==> src/rtl/fetch_pkg.sv <==
// Shared fetch-side types: the entry carried from the instruction cache to decode.
package fetch_pkg;

  localparam int IQ_DEPTH = 8;

  typedef struct packed {
    logic [31:0] pc;
    logic [31:0] inst;
    logic        excp;
  } fetch_entry_t;

endpackage

==> src/rtl/inst_queue.sv <==
// Fetch-to-decode instruction queue, first-word fall-through: a push in cycle N is visible at the head in cycle N+1.
// Upstream throttles on almost_full; a push into a full queue without a pop is dropped and latches ovf.
module inst_queue
  import fetch_pkg::*;
#(
  parameter int DEPTH    = IQ_DEPTH,
  parameter int AF_LEVEL = 2
) (
  input  logic                       clk,
  input  logic                       rst,
  input  logic                       flush,
  input  logic                       in_valid,
  input  logic [31:0]                in_pc,
  input  logic [31:0]                in_inst,
  input  logic                       in_excp,
  output logic                       almost_full,
  output logic                       full,
  output logic                       out_valid,
  output logic [31:0]                out_pc,
  output logic [31:0]                out_inst,
  output logic                       out_excp,
  input  logic                       out_ready,
  output logic [$clog2(DEPTH):0]     count,
  output logic                       ovf
);

  localparam int PW = $clog2(DEPTH);
  localparam int CW = PW + 1;
  localparam logic [CW-1:0] FULL_COUNT = CW'(DEPTH);
  // almost_full when free entries (DEPTH - count) <= AF_LEVEL
  localparam logic [CW-1:0] AF_COUNT   = CW'(DEPTH - AF_LEVEL);

  fetch_entry_t mem [DEPTH];

  logic [PW-1:0] head;
  logic [PW-1:0] tail;
  logic          push;
  logic          pop;
  logic          drop;
  fetch_entry_t  head_entry;
  fetch_entry_t  in_entry;

  assign full        = (count == FULL_COUNT);
  assign almost_full = (count >= AF_COUNT);
  assign out_valid   = (count != '0);

  assign pop  = out_valid && out_ready && !flush;
  // A pop frees the head slot in the same edge, so a full queue still accepts.
  assign push = in_valid && !flush && (!full || pop);
  assign drop = in_valid && !flush && full && !pop;

  assign in_entry.pc   = in_pc;
  assign in_entry.inst = in_inst;
  assign in_entry.excp = in_excp;

  assign head_entry = mem[head];
  assign out_pc     = head_entry.pc;
  assign out_inst   = head_entry.inst;
  assign out_excp   = head_entry.excp;

  always_ff @(posedge clk) begin
    if (push) begin
      mem[tail] <= in_entry;
    end
  end

  always_ff @(posedge clk) begin
    if (rst) begin
      head  <= '0;
      tail  <= '0;
      count <= '0;
      ovf   <= 1'b0;
    end else if (flush) begin
      head  <= '0;
      tail  <= '0;
      count <= '0;
    end else begin
      if (push) begin
        tail <= tail + 1'b1;
      end
      if (pop) begin
        head <= head + 1'b1;
      end
      case ({push, pop})
        2'b10:   count <= count + 1'b1;
        2'b01:   count <= count - 1'b1;
        default: count <= count;
      endcase
      if (drop) begin
        ovf <= 1'b1;
      end
    end
  end

endmodule

==> config.mk <==
export PLATFORM = sky130hd
export DESIGN_NAME = inst_queue
export DESIGN_NICKNAME = d
export VERILOG_FILES = /design/src/rtl/fetch_pkg.sv /design/src/rtl/inst_queue.sv
export SDC_FILE = /design/constraint.sdc
export NUM_CORES = 1
export LEC_CHECK = 0
export BUFFER_PORTS_ARGS = -buffer_cell sky130_fd_sc_hd__buf_2
export CAP_MARGIN = 20
export CORE_MARGIN = 5
export CORE_UTILIZATION = 33
export DETAILED_ROUTE_END_ITERATION = 10
export PLACE_DENSITY = 0.54
export SLEW_MARGIN = 30
export SYNTH_ARGS = -nofsm -noshare
export SYNTH_HDL_FRONTEND = slang
export SYNTH_SLANG_ARGS = --single-unit
==> constraint.sdc <==
create_clock -name clk -period 6.45 [get_ports clk]
set_input_delay 0 -clock clk [delete_from_list [all_inputs] [get_ports clk]]
set_output_delay 0 -clock clk [all_outputs]
set_load 0.05 [all_outputs]
==> results.ini, run 1 <==
[logic_synthesis]
syn-num-nets=912
syn_area_sq_mm=0.02025
synth_seq_cells=534
yosysWarnings=0
synth.largest_area_cell=edfxtp_1
synthCells=839
syn_area_per_cell_sq_um=24.13
yosysUniqueCellTypes=36
synthArstFlopShare=0
synth_top_cell_area_share=0.7713
synthFlopType=edfxtp_1
synth-edff-count=520
synth_area_leaders=edfxtp_1, mux4_2, mux2_2
ys_seq_area_frac=0.7851

[timing]
fin_crit_sh=0.4897
fin_worst_skew_ps=14.07
finalHoldViolations=0
fmax_mhz=316.6
finalSetupViolCount=0
finalMaxSlewViolations=0
fin_ws_ps=3291
rsz0062_at_grt=false
worst_pin_slew_ps=787.7
fin_hold_ws_ps=222.9
slew-limit-headroom=0.4749
min_period_ps=3159
finalSetupTns_ps=0

[clock_tree]
htree_levels=2
clk_latency_ps=580
cts_max_path_buffers=3
cts_tree=yes
post_cts_buffers=0
cts-root-buf=clkbuf_16
clkSlewWorstSetupHoldPaths_ps=60
cts-resized-gates=0
cts_sinks=534
cts_buffers=57
hold_buffers=71

[critical_path]
cp_slowest_cell=dfxtp_4
critical_path.cell_chain=buf_6 > mux4_2 > mux2_2 > buf_2
cp-start-kind=flop
critPathCaptureType=output pin
cp_slowest_stage_delay_ps=740
cp.buffers_inverters=2
required_ps=6450
path_class=flop to output pin
critPathMaxFanout=48
crit_family=multiplexers
critPathArrivalTime_ps=3160

[die]
die_h_microns=257.7
fp-row-count=90
core-area_sq_mm=0.06058
die_area_sq_mm=0.06640
io_pins=143
die_w_microns=257.7
start_util=0.3342

[global_routing]
antenna_found_initial=6
grt_remaining_overflow=0
grt_max_degree=57
grt_pass1_vias=10280
grt_pass1_wl_mm=64.19
grt_util_all_layers=0.1257

[routing]
routed_via_density=4.822
num_vias=9254
post_drt_wl_per_cell_microns=21.75
routed_wl_mm=41.73
dr.pass1.iters=4
ant_nets=0
drc=0
first_iter_violations=622

[place]
hpwlAfterDp_mm=22.54
port-buffer-count=142
gp_congestion=0.7295
post-place-ws_ps=3433
place_inst=1742

[power_and_ir_drop]
p_leak_nw=7.747
p_per_area_mw_per_mm2=293.9
ir_worst_vdd_mv=0.1957

[finish]
drive_above_1_share=0.3954
utilization=0.4029
areaGrowthSynthToFinish_pct=20.57
final_cells=1919
nets=1163

[run_status]
outcome=finished clean

[job]
drv_cap=0

[worst_hold_path]
hold_path_class=input port to flop

[per-layer routing]
metal,vias up,wire (microns),global-route usage
li1,4079,-,-
met1,4948,18650,0.1720
met2,166,20500,0.2080
met3,57,1919,0.03058
met4,4,643,0.02492
met5,-,19,0
[flip-flops by register name, indices dropped and copies added (netlist names), named ones only]
name and count:
tail 3, head 3, mem 520, count 4, ovf 1
[path summary, 6_finish.rpt]
check                               from    endpoint  slack (ps)  depth (start not counted)
worst max-delay path                flop  out_pc[21]        3290                          4
worst min-delay path            in_pc[7]  mem[2][40]         220                          2
worst max register to register  count[1]   mem[0][8]        3450                          6
worst min register to register   tail[0]     tail[0]         510                          2
[per-stage QoR]
| step | area (sq um) | power, W |
|---|---|---|
| 6_report | 24410 | 0.007174 |
| 4_1_cts | 24400 | 0.007279 |
| 3_3_place_gp | 21920 | 0.004177 |
| 2_1_floorplan | 20250 | 0.004081 |
| 5_1_grt | 24410 | 0.007443 |
| 3_5_place_dp | 21950 | 0.004184 |
[where the power goes]
part / leakage, nW / switching (W) / internal, W
logic: 2.08 / 0.000190 / 0.000113
clock network: 0.854 / 0.00126 / 0.00178
registers: 4.81 / 0.00000914 / 0.00383
[cell usage in the layout, fill, tap and decap left out, types with 12 or more instances in the layout]
cell type        n
edfxtp_1       520
buf_2          142
mux4_2         130
dlygate4sd3_1   71
mux2_2          65
clkbuf_16       59
buf_4           18
clkinv_1        16
clkbuf_1        13
nor2_1          12
[synthesized netlist by cell type, types with 3 or more instances]
cell type	instances
mux4_2	130
nor2_1	18
buf_1	9
edfxtp_1	520
mux2_2	65
dfxtp_1	14
ha_1	3
buf_6	11
buf_2	8
nor3_1	4
nand4_1	3
nand2_1	5
clkbuf_1	14
xnor2_1	3
xor2_1	3
[kinds of logic (layout without fill, tap and decap cells)]
| group | Yosys count | after routing | synth area share |
|---|---|---|---|
| DFF | 534 | 534 | 0.7851 |
| muxes | 197 | 197 | 0.1818 |
| buffers and inverters | 44 | 338 | 0.01273 |
| and+or+nand+nor | 42 | 42 | 0.01069 |
| AOI/OAI and AO/OA | 13 | 13 | 0.005254 |
| xor gates and xnor gates | 6 | 6 | 0.002596 |
| adders and majority gates | 3 | 3 | 0.001854 |
| other | 0 | 4 | 0 |
[area by class of cell]
class,count,area (sq um)
inverter,2,7.507
tap,782,978.4
timing repair buffer,234,1615
sequential,534,15910
clock buffer,72,1525
clock inverter,30,212.7
fill,5416,36170
multi-input combinational,261,4154
antenna,4,10.01
Note: power is estimated with default switching activity, not from simulation.
==> inputs of run 2 (changes only) <==
Settings changed: ABC_AREA from default to 1, PLACE_DENSITY 0.54 to 0.52.
Clock period 6.45 ns to 3.15 ns, I/O delays scaled along.
==> run 2 against run 1 <==
Effect of this change:
- total power up 110%
- critical endpoint is now out_inst[17]
- synthesized area up 3.2%
- global-route usage up 2.3 points
==> results.ini, run 2 <==
[power_and_ir_drop]
swShare=0.2145  ; +0.01164
ir_worst_vdd_mv=0.3888  ; +99%
power_frac_comb=0.054  ; +0.012
p_sw_w=0.003274  ; +120%
p_int_w=0.01199  ; +110%
p_leak_nw=8.728  ; +13%
clkPwrFrac=0.429  ; +0.006
p_per_area_mw_per_mm2=604.4  ; +110%
seqPwrFrac=0.516  ; -0.019

[logic_synthesis]
syn_area_per_cell_sq_um=13.18  ; -45%
synth-edff-count=520  ; unchanged
synth_area_leaders=edfxtp_1, nor2_1, o32ai_1
synthArstFlopShare=0  ; unchanged
synthCells=1585  ; +89%
synth.most_common_cell=edfxtp_1
yosysWarnings=0  ; unchanged
yosysUniqueCellTypes=22  ; -39%
synth_seq_cells=534  ; unchanged
syn_area_sq_mm=0.02089  ; +3.2%
ys_seq_area_frac=0.7609  ; -0.02417
synth_top_cell_area_share=0.7475  ; -0.02375
syn-num-nets=1658  ; +82%
synth.largest_area_cell=edfxtp_1
synthFlopType=edfxtp_1
netlist_top_cells_count=edfxtp_1, nor2_1, nand2_1

[critical_path]
critPathMaxFanout=72  ; +50%
cp-start-kind=flop
path_class=flop to output pin
required_ps=3150  ; -3300 ps
critPathArrivalTime_ps=2650  ; -510 ps
critPathCaptureType=output pin

[timing]
rsz0062_at_grt=false
finalMaxSlewViolations=0  ; unchanged
slew-limit-headroom=0.5429  ; +0.06803
fin_worst_skew_ps=15.23  ; +1.152 ps
worst_pin_slew_ps=685.6  ; -102.0 ps
finalHoldViolations=0  ; unchanged
fmax_mhz=377.2
min_period_ps=2651
fin_hold_ws_ps=219.9  ; -3.068 ps
finalSetupViolCount=0  ; unchanged
fin_crit_sh=0.8417

[die]
die_area_sq_mm=0.06843  ; +3.1%
core-area_sq_mm=0.06285  ; +3.7%
die_h_microns=261.6  ; +1.5%
fp-row-count=92  ; +2.2%
die_w_microns=261.6  ; +1.5%
start_util=0.3324  ; -0.001822
io_pins=143  ; unchanged

[clock_tree]
clk_latency_ps=600  ; +20 ps
htree_levels=2  ; unchanged
cts_buffers=57  ; unchanged
cts_tree=yes
clkSlewWorstSetupHoldPaths_ps=60  ; about the same
cts-root-buf=clkbuf_16
cts_sinks=534  ; unchanged
cts_max_path_buffers=3  ; unchanged

[place]
dpl_cell_area_sq_mm=0.02272  ; +3.5%
port-buffer-count=142  ; unchanged
hpwlAfterDp_mm=27.72  ; +23%
gp_congestion=0.7603  ; +4.2%

[global_routing]
grt_remaining_overflow=0  ; unchanged
antenna_found_initial=7  ; +1
grt_pass1_vias=13116  ; +28%
grt_util_all_layers=0.1486  ; +0.02291
grt_pass1_wl_mm=79.06  ; +23%
grt_max_degree=79  ; +39%

[routing]
routed_wl_mm=51.98  ; +25%
post_drt_wl_per_cell_microns=19.38  ; -11%
drc=0  ; unchanged
routed_via_density=4.934  ; +2.3%
first_iter_violations=821  ; +32%
ant_nets=0  ; unchanged
dr.pass1.iters=5  ; +1
num_vias=13233  ; +43%

[finish]
final_area_sq_mm=0.02525  ; +3.5%
mostFrequentLayoutCell=edfxtp_1
drive_above_1_share=0.1485  ; -0.2469
largest_register=mem
reg_top3=mem (520), count (4)
final_cell_mix=edfxtp_1, nor2_1, nand2_1, buf_2, o21ai_0
nets=1862  ; +60%
areaGrowthSynthToFinish_pct=20.89
largest_reg_flops=520  ; unchanged

[job]
drv_cap=0  ; unchanged

[worst_hold_path]
hold_path_class=input port to flop

[run_status]
outcome=finished clean

## run 2: cell count changes in the layout (fill, tap and decap cells not counted), sizes merged, moves of 6 or more
cell	previous run	this run
nor2	18	411
nand2	5	227
o21ai	1	137
mux4	130	0
o32ai	0	130
mux2	65	0
inv	3	23
buf	163	175
a21oi	2	9
clkinv	26	20
## run 2: final cells by class
class                      instances  area (sq um)
sequential                       534         15910
timing repair buffer             245          1922
tap                              846          1059
antenna                            4         10.01
fill                            5951         37600
clock buffer                      73          1529
inverter                          21         86.33
multi-input combinational        930          4442
clock inverter                    29         294.0
## run 2: routing by layer
layer	up-vias	share of wire	GRT usage
met2	294	0.47	0.2409
li1	6205	-	-
met4	6	0.021	0.03591
met5	-	0.00065	0
met3	94	0.050	0.03230
met1	6634	0.46	0.2059
## run 2: path summary, 6_finish.rpt
path	from	depth (start not counted)	slack, ps	end
min	in_pc[27]	2	220	mem[0][60]
max reg2reg	count[3]	9	640	mem[4][41]
max	flop	6	500	out_inst[17]
min reg2reg	head[2]	2	450	flop
## run 2: what timing repair did
item                                   CTS  global route
buffers inserted                         0             0
hold buffers                            70             0
gates resized for setup                  0             0
endpoints found under the hold margin  534             0
setup endpoints to repair                0             0
## run 2: stage by stage
| stage | TNS (ps) | util | setup slack, ps | std cells | total power [W] |
|---|---|---|---|---|---|
| 6_report | 0 | 0.4018 | 498.8 | 2682 | 0.01526 |
| 5_1_grt | 0 | 0.4018 | 309.0 | 2681 | 0.01581 |
| 4_1_cts | 0 | 0.4016 | 429.9 | 2678 | 0.01546 |
| 3_5_place_dp | 0 | 0.3615 | 678.2 | 2506 | 0.008798 |
| 3_3_place_gp | 0 | 0.3615 | 746.7 | 2506 | 0.008785 |
| 2_1_floorplan | -118130 | - | -454.4 | 1585 | 0.008501 |
## run 2: logic make-up after synthesis
| family | count (synthesis) | synth area share |
|---|---|---|
| compound gates | 278 | 0.09015 |
| simple gates | 648 | 0.1174 |
| flops | 534 | 0.7609 |
| fa+ha+maj | 3 | 0.001797 |
| xor+xnor | 1 | 0.0004194 |
| buf+inv | 121 | 0.02929 |
## run 2: worst max-delay path, cell delays in order (launching register included)
cell and delay [ps]:
dfxtp_4 700, buf_12 340, o21ai_0 160, o32ai_1 190, nand2_1 100, nand2_1 190, buf_2 300
## run 2: power by group through the flow
stage,Sequential [W],Combinational (W),Clock (W)
after floorplan,0.00803,0.000467,0
after global placement,0.00803,0.000759,0
after detailed placement,0.00803,0.000770,0
after CTS,0.00788,0.000847,0.00673
after global routing,0.00788,0.000903,0.00703
final,0.00788,0.000831,0.00655
==> inputs of run 3 (changes only) <==
Clock period 3.15 ns to 2.7 ns, I/O delays scaled along.
==> run 3 against run 2 <==
Effect of this change:
- critical path type unchanged
- register-to-register slack improved by 40 ps
- clock power increased by 11%
- utilization decreased by 0.16 points
- via count decreased by 2.0%
- cell count about the same
- clock skew increased by 4.2 ps
- critical endpoint is now out_inst[22]
- first-iteration DRC count decreased by 8.4%
- sequential cell count unchanged
- hold slack got worse by 160 ps
- largest cell class unchanged
==> results.ini, run 3 (same netlist as run 2, synthesis figures left out) <==
[run_status]
outcome=finished clean

[place]
hpwlAfterDp_mm=27.49  ; -0.83%
post-place-ws_ps=654.3  ; -23.92 ps
port-buffer-count=142  ; unchanged
gp_congestion=0.7410  ; -2.5%
place_inst=2507  ; +0.040%

[worst_hold_path]
hold_path_class=input port to flop

[power_and_ir_drop]
p_per_area_mw_per_mm2=692.7  ; +15%
seqPwrFrac=0.527  ; +0.011
power_frac_comb=0.056  ; +0.002
p_leak_nw=8.660  ; -0.79%
p_sw_w=0.003741  ; +14%
clkPwrFrac=0.416  ; -0.013
p_int_w=0.01368  ; +14%
swShare=0.2147  ; about the same
ir_worst_vdd_mv=0.5048  ; +30%
power_w=0.01743  ; +14%

[clock_tree]
clk_latency_ps=590  ; about the same
htree_levels=2  ; unchanged
cts_buffers=56  ; -1.8%
clkSlewWorstSetupHoldPaths_ps=60  ; about the same
cts_max_path_buffers=3  ; unchanged
cts_tree=yes
cts_sinks=534  ; unchanged
cts-root-buf=clkbuf_16

[critical_path]
critPathArrivalTime_ps=2550  ; -100 ps
path_class=flop to output pin
critPathCaptureType=output pin
critical_path.cell_chain=buf_12 > nor2_1 > o32ai_1 > nand2_1 > nand2_1 > buf_2
cp-start-kind=flop
cp_slowest_stage_delay_ps=470  ; -230 ps
required_ps=2700  ; -450 ps
cpMostUsedCell=nand2_1
cp_slowest_cell=buf_12
critPathMaxFanout=140  ; +94%

[routing]
ant_nets=0  ; unchanged
num_vias=12969  ; -2.0%
drc=0  ; unchanged
routed_via_density=4.837  ; -2.0%
first_iter_violations=752  ; -8.4%
routed_wl_mm=49.36  ; -5.1%
dr.pass1.iters=5  ; unchanged
post_drt_wl_per_cell_microns=18.41  ; -5.0%

[job]
drv_cap=0  ; unchanged

[timing]
finalMaxSlewViolations=0  ; unchanged
slew-limit-headroom=0.5806  ; +0.03769
finalSetupViolCount=0  ; unchanged
finalHoldViolations=0  ; unchanged
fin_worst_skew_ps=19.41  ; +4.186 ps
fmax_mhz=392.7
rsz0062_at_grt=false
fin_ws_ps=153.6  ; -345.1 ps
fin_crit_sh=0.9431
worst_pin_slew_ps=629.1  ; -56.54 ps
min_period_ps=2546

[die]
start_util=0.3324  ; unchanged
die_area_sq_mm=0.06843  ; unchanged
io_pins=143  ; unchanged
core-area_sq_mm=0.06285  ; unchanged
die_h_microns=261.6  ; unchanged
die_w_microns=261.6  ; unchanged
fp-row-count=92  ; unchanged

[finish]
nets=1862  ; unchanged
drive_above_1_share=0.1506  ; +0.002101
areaGrowthSynthToFinish_pct=20.43
final_cells=2681  ; -0.037%
utilization=0.4002  ; -0.001553
final_cell_mix=edfxtp_1, nor2_1, nand2_1, buf_2, o21ai_0
largest_reg_flops=520  ; unchanged
reg_top3=mem (520), count (4)
mostFrequentLayoutCell=edfxtp_1
largest_register=mem

[global_routing]
grt_remaining_overflow=0  ; unchanged
antenna_found_initial=5  ; -2
grt_pass1_vias=13004  ; -0.85%
grt_util_all_layers=0.1417  ; -0.006903
grt_max_degree=141  ; +78%
grt_pass1_wl_mm=76.41  ; -3.4%

==> run 3: cell count changes in the layout (fill, tap and decap cells not counted), moves of 4 or more <==
cell	before	now
clkinv_2	11	7
buf_12	21	17
dfxtp_4	3	7
buf_4	12	18
dfxtp_2	4	0
clkinv_1	9	13
inv_1	19	15
==> run 3: metal layers <==
metal	track usage	wire length (microns)
met3	0.02835	2367
met1	0.1984	23010
met5	0	41
met2	0.2279	23020
met4	0.03664	918
==> run 3: power by group through the flow <==
| stage | Combinational (W) | Sequential (W) | Clock [W] |
|---|---|---|---|
| floorplan | 0.000550 | 0.00937 | 0 |
| global placement | 0.000899 | 0.00936 | 0 |
| detailed placement | 0.000910 | 0.00936 | 0 |
| CTS | 0.000996 | 0.00919 | 0.00748 |
| global route | 0.00107 | 0.00919 | 0.00787 |
| finish | 0.000982 | 0.00919 | 0.00726 |
==> run 3: layout make-up <==
type                    instances  area, sq um
fillers                      5952        37690
inverters                      21        95.09
repair buffers                246         1877
clock buffers                  74         1490
flip-flops and latches        534        15920
well taps                     846         1059
clock inverters                28        236.5
diodes                          2        5.005
multi-input cells             930         4472
==> run 3: worst paths after layout <==
kind | start | to | slack, ps | depth (start not counted)
worst max-delay path | flop | out_inst[22] | 150 | 6
worst min-delay path | out_ready | count[2] | 60 | 8
worst max register to register | count[3] | mem[1][42] | 680 | 9
worst min register to register | head[2] | flop | 480 | 2
==> run 3: worst max-delay path, delay by kind of cell, from the launching register on <==
kind | cells | cell delay, ps
and+or+nand+nor | 3 | 350
DFF | 1 | 410
buffers and inverters | 2 | 750
AOI/OAI and AO/OA | 1 | 370
==> run 3: what timing repair did <==
| action | in CTS | in global routing |
|---|---|---|
| endpoints found under the setup margin | 0 | 23 |
| gates resized for setup | 0 | 1 |
| endpoints found under the hold margin | 534 | 0 |
| setup buffers | 0 | 1 |
| hold buffers | 69 | 0 |
==> run 3: metrics by stage <==
step	area [sq um]	setup TNS [ps]	hold WS [ps]
after floorplan	21000	-11220	72.38
after CTS	25130	0	1.026
after global routing	25150	0	98.77
final	25160	0	55.99
after global placement	22710	0	177.8
after detailed placement	22710	0	176.4
